--- src/rtl/systolic_ctrl.sv ---
// Sequencer for an NxN systolic array: buffers A/B operands, streams them
// diagonally skewed into the array edges, waits for drain, then unloads results.
module systolic_ctrl #(
  parameter int N     = 4,
  parameter int DW    = 8,
  parameter int DRAIN = 8
) (
  input  logic                        clk,
  input  logic                        rst_n,
  input  logic                        start,
  output logic                        busy,
  output logic                        done,
  input  logic                        in_valid,
  output logic                        in_ready,
  input  logic [DW-1:0]               in_a,
  input  logic [DW-1:0]               in_b,
  output logic [N*DW-1:0]             arr_a,
  output logic [N*DW-1:0]             arr_b,
  output logic                        acc_clr,
  input  logic [N*N*DW-1:0]           arr_c,
  output logic                        out_valid,
  input  logic                        out_ready,
  output logic [DW-1:0]               out_c,
  output logic [$clog2(N*N)-1:0]      out_idx
);
  localparam int NN   = N * N;
  localparam int IW   = $clog2(NN);
  localparam int TL   = 3 * N - 3;
  localparam int M1   = (NN - 1 > TL) ? NN - 1 : TL;
  localparam int CMAX = (M1 > DRAIN - 1) ? M1 : DRAIN - 1;
  localparam int CW   = (CMAX < 1) ? 1 : $clog2(CMAX + 1);

  localparam logic [CW-1:0] K_LAST = CW'(NN - 1);
  localparam logic [CW-1:0] T_LAST = CW'(TL);
  localparam logic [CW-1:0] D_LAST = CW'(DRAIN - 1);

  typedef enum logic [2:0] {S_IDLE, S_LOAD, S_STREAM, S_DRAIN, S_UNLOAD} state_t;

  state_t                 state, state_nxt;
  logic [CW-1:0]          cnt, cnt_nxt;
  logic [IW-1:0]          kidx;
  logic [NN-1:0][DW-1:0]  abuf, bbuf, res;
  logic [N-1:0][DW-1:0]   nxt_a, nxt_b;

  // One shared counter: load index, stream t, drain cycle, unload index.
  assign kidx = cnt[IW-1:0];

  always_comb begin
    state_nxt = state;
    cnt_nxt   = cnt;
    case (state)
      S_IDLE:
        if (start) begin
          state_nxt = S_LOAD;
          cnt_nxt   = '0;
        end
      S_LOAD:
        if (in_valid) begin
          if (cnt == K_LAST) begin
            state_nxt = S_STREAM;
            cnt_nxt   = '0;
          end else cnt_nxt = cnt + CW'(1);
        end
      S_STREAM:
        if (cnt == T_LAST) begin
          state_nxt = S_DRAIN;
          cnt_nxt   = '0;
        end else cnt_nxt = cnt + CW'(1);
      S_DRAIN:
        if (cnt == D_LAST) begin
          state_nxt = S_UNLOAD;
          cnt_nxt   = '0;
        end else cnt_nxt = cnt + CW'(1);
      S_UNLOAD:
        if (out_ready) begin
          if (cnt == K_LAST) begin
            state_nxt = S_IDLE;
            cnt_nxt   = '0;
          end else cnt_nxt = cnt + CW'(1);
        end
      default: begin
        state_nxt = S_IDLE;
        cnt_nxt   = '0;
      end
    endcase
  end

  always_ff @(posedge clk or negedge rst_n) begin
    if (!rst_n) begin
      state <= S_IDLE;
      cnt   <= '0;
      done  <= 1'b0;
      arr_a <= '0;
      arr_b <= '0;
    end else begin
      state <= state_nxt;
      cnt   <= cnt_nxt;
      done  <= (state == S_UNLOAD) && out_ready && (cnt == K_LAST);
      arr_a <= nxt_a;
      arr_b <= nxt_b;
    end
  end

  // Edge operands are computed from the next-cycle t so the registered value
  // lines up with the STREAM cycle it belongs to. A is row-major and B is
  // column-major, so both lanes fetch buf[lane*N + (t-lane)].
  for (genvar i = 0; i < N; i++) begin : g_lane
    localparam logic [CW-1:0] LI   = CW'(i);
    localparam logic [IW-1:0] BASE = IW'(i * N);
    logic [CW-1:0] d;
    logic          hit;
    logic [IW-1:0] addr;
    assign d        = cnt_nxt - LI;
    assign hit      = (state_nxt == S_STREAM) && (cnt_nxt >= LI) && (d < CW'(N));
    assign addr     = BASE + IW'(d);
    assign nxt_a[i] = hit ? abuf[addr] : '0;
    assign nxt_b[i] = hit ? bbuf[addr] : '0;
  end

  always_ff @(posedge clk) begin
    if (state == S_LOAD && in_valid) begin
      abuf[kidx] <= in_a;
      bbuf[kidx] <= in_b;
    end
    if (state == S_DRAIN && cnt == D_LAST) res <= arr_c;
  end

  assign busy      = (state != S_IDLE);
  assign in_ready  = (state == S_LOAD);
  assign acc_clr   = (state == S_IDLE) || (state == S_LOAD);
  assign out_valid = (state == S_UNLOAD);
  assign out_idx   = out_valid ? kidx : '0;
  assign out_c     = out_valid ? res[kidx] : '0;

endmodule

--- config.mk ---
export PLATFORM = sky130hd
export DESIGN_NAME = systolic_ctrl
export DESIGN_NICKNAME = d
export VERILOG_FILES = /design/src/rtl/systolic_ctrl.sv
export SDC_FILE = /design/constraint.sdc
export NUM_CORES = 1
export LEC_CHECK = 0
export ABC_AREA = 1
export BUFFER_PORTS_ARGS = -buffer_cell sky130_fd_sc_hd__buf_2
export CAP_MARGIN = 15
export CORE_MARGIN = 4
export CORE_UTILIZATION = 45
export CTS_CLUSTER_DIAMETER = 50
export DETAILED_ROUTE_END_ITERATION = 12
export PLACE_DENSITY = 0.7
export SKIP_LAST_GASP = 1
export SYNTH_ARGS = -nofsm -noshare
export SYNTH_HDL_FRONTEND = slang
export SYNTH_SLANG_ARGS = --single-unit
--- constraint.sdc ---
create_clock -name clk -period 6.6 [get_ports clk]
set_input_delay 0.99 -clock clk [delete_from_list [all_inputs] [get_ports clk]]
set_output_delay 0.99 -clock clk [all_outputs]
set_load 0.05 [all_outputs]
==> run metrics <==
initial antenna violation count=2; Starting Density=0.453; final critical-path required period=5.04 ns; number of enable-type register cells in the synthesized netlist=384; Setup crit end kind=register; Post-layout nets=2583; final RePlAce weighted congestion=0.874; transition time at the pin with the least slew margin=1.07 ns; Clock H-tree levels=2; post_cts resized=0; Critical R2R Capture=arr_b[31]$_DFF_PN0_; placed inst area=0.0231 sq mm; Mapped Nets=2408; final-report max-slew violation count=0; number of warnings printed during yosys synthesis=0; required time of the critical path=7.10 ns; FMAX=0.198 GHz; Total Routed Length=64800 um; headroom to the max-slew limit=0.289; via count=17900; Post-CTS Hold Fix Bufs=0; setup-violating endpoint count in the final report=0; arithmetic-cell share of the synthesized area counting full adders, half adders and majority gates=0.00695; Data arrival, critical path=5.54 ns; clock sink count=456; outcome=finished clean; overall die height=227 um; worst min-delay path category=in2async; io pins=230; critical path start-end classification=reg2reg; library cell contributing the largest single delay on the critical path=buf_4; cell depth of the worst flop-to-flop path=19; later-pin clock latency in the skew report=0.60 ns; Most Frequent Cell on Critical Path=inv_1; Synth cell types=37; HPWL reported at the end of detailed placement=39900 um; global route overflow=0; post-CTS setup repair buffer count=0; total of max-cap violations=0; wire length of the first global-routing pass=97500 um; CTS tree=done; sequential share of the synthesized area=0.617; proportion of register bits with asynchronous set or reset after synthesis=0.158; summed instance area of the synthesized netlist=0.0216 sq mm; Final Cell Area=0.0249 sq mm; cell chain of the critical path=inv_1, nand3_1, nand2_2, nand2_1, nor2_2, nand2_4, nand2_8, inv_2, buf_4, ha_1, nand3_1, nand2_2, ha_1, inv_1, nor2_1, o21ai_1, inv_1, nand2_1, nor2_1; LEAKAGE=0.0102 uW; Core Box Area=0.0476 sq mm; CP peak stage delay=0.71 ns; largest net degree at the start of global routing=135; count of antenna-violating nets left after detailed routing=0; Mean Syn Cell Area=9.62 sq um; unrepaired setup endpoints after global routing=no; internal reg-to-reg setup slack=1.56 ns; routed length per instance=21.0 um; number of CTS-inserted buffers=52; startpoint of the worst register-to-register path=cnt[2]$_DFF_PN0_; # rows=80; crit-path max FO=66; instance count of the mapped netlist=2247; clock root buffer master=clkbuf_16; fraction of layout instances using a drive strength above 1=0.157; Die Outline Area=0.0516 sq mm; startpoint types=register; buffers from clock root to sink, at most=3; xor and xnor area share after synthesis=0.00197; combinational family with the most area after synthesis=simple AND/OR/NAND/NOR gates; Pwr Density=574 mW/mm^2; summed negative setup slack over all endpoints=0 ns; Hold Violations, Final=0; area added between synthesis and finish=15.4%; vias in the first global route=16900; count of routing violations after the opening detailed-route iteration=2228; IO Port Bufs=229; area fraction in and, or, nand and nor cells after synthesis=0.260; compound-gate portion of the synthesized area=0.0632; fraction of the cycle the final worst path needs=0.764; Max rail drop VDD=0.000784 V; # diodes=0; primary flip-flop cell chosen by synthesis mapping=edfxtp_1; router iterations before antenna repair=6; die extent in x=227 um; Residual DRC=0; post-synthesis mux area share=0; clock-pin slew reported for the worst setup and hold paths after clock tree synthesis=0.06 ns; All-Layer GR Usage=0.246; synthesized flop and latch total=456; final setup skew=0.0280 ns; number of vias per cell=5.80
[placed cells by master, fill, tap and decap left out, types with 2 or more instances in the layout]
cell and n:
nand4_1 4, a21oi_1 22, clkbuf_16 54, buf_2 228, inv_2 5, buf_12 2, edfxtp_1 384, nor2_1 231
clkinvlp_4 4, nand3b_1 5, clkinv_4 3, clkbuf_8 4, buf_4 42, o21ai_1 30, nand3_1 523, inv_6 4
nor2_4 4, clkinv_1 6, nor2_2 4, clkinv_2 10, clkbuf_1 8, dfrtp_1 71, inv_1 87, nand2_2 7
nand2_1 511, o211ai_1 43, a41oi_1 8, o21ai_0 96, bufinv_16 4, o22ai_1 33, xnor2_1 2, ha_1 11
[kinds of logic after synthesis]
family          after synthesis
simple gates               1294
flops                       456
fa+ha+maj                    12
compound gates              235
xor+xnor                      4
buf+inv                     246
[layer usage]
metal,vias to the layer above,share of wire,track usage,routed length (um)
li1,8185,-,-,-
met1,8488,0.39,0.345,25400
met2,1053,0.46,0.387,29800
met3,137,0.12,0.0503,7560
met4,2,0.030,0.0820,1970
met5,-,0.00020,0,13
[final cells by class]
type / instances / area (sq um)
Clock buffer: 66 / 1440
Multi-Input combinational cell: 1545 / 7210
Timing Repair Buffer: 273 / 1520
Fill cell: 4151 / 22700
Clock inverter: 31 / 303
Sequential cell: 456 / 13300
Tap cell: 615 / 769
Inverter: 94 / 354
[registers in the layout, summed over array words and instances, names as in the netlist]
name,cells
done,1
cnt,4
abuf,128
res,128
arr_b,32
arr_a,32
state,3
bbuf,128
[critical path, delay by kind of cell, from the launching register on]
family	cells	cell delay, ns
flip-flops	1	0.69
AO/OA/AOI/OAI	1	0.17
AND/OR/NAND/NOR	11	1.62
adder cells (fa/ha/maj)	2	0.54
buffers and inverters	5	1.90
[Yosys cell counts (2+ instances only)]
library cell,instances,area share
a21oi_1,22,0.0051
a41oi_1,8,0.0032
buf_1,6,0.0010
buf_2,58,0.013
buf_4,20,0.0069
buf_6,2,0.0010
clkbuf_1,65,0.011
dfrtp_1,72,0.083
edfxtp_1,384,0.53
ha_1,12,0.0069
inv_1,89,0.015
inv_2,4,0.00069
nand2_1,512,0.089
nand2_2,6,0.0017
nand3_1,523,0.12
nand3b_1,5,0.0017
nand4_1,4,0.0012
nor2_1,232,0.040
nor2_2,4,0.0012
nor2_4,3,0.0016
o211ai_1,43,0.015
o21ai_0,96,0.022
o21ai_1,30,0.0069
o22ai_1,33,0.0096
xnor2_1,2,0.00081
[worst max-delay path by stage]
stage               slack [ns]              from                  end
floorplan                 1.96  cnt[1]$_DFF_PN0_     res[0]$_DFFE_PP_
global placement          1.74         out_ready  arr_b[31]$_DFF_PN0_
detailed placement        1.66         out_ready  arr_a[28]$_DFF_PN0_
CTS                       1.71  cnt[0]$_DFF_PN0_  arr_a[28]$_DFF_PN0_
global route              1.30  cnt[2]$_DFF_PN0_  arr_b[31]$_DFF_PN0_
finish                    1.56  cnt[2]$_DFF_PN0_  arr_b[31]$_DFF_PN0_
[per-stage QoR]
stage	std cells	power [uW]	utilization	hold WS, ns	worst slack [ns]
after detailed placement	2981	11200	0.486	0.625	1.66
after global placement	2981	11100	0.486	0.599	1.74
final	3080	14300	0.523	0.368	1.56
after CTS	3078	14100	0.522	0.390	1.71
after floorplan	2247	9070	-	0.560	1.96
after global routing	3080	15200	0.523	0.410	1.30
[power breakdown]
part / leakage [uW] / total (uW) / internal [uW] / switching (uW)
sequential: 0.00446 / 3390 / 3290 / 99.3
clock: 0.000847 / 2890 / 1710 / 1180
combinational: 0.00492 / 8040 / 2290 / 5750
total: 0.0102 / 14300 / 7290 / 7030
Power figures use the tool's default switching activity.
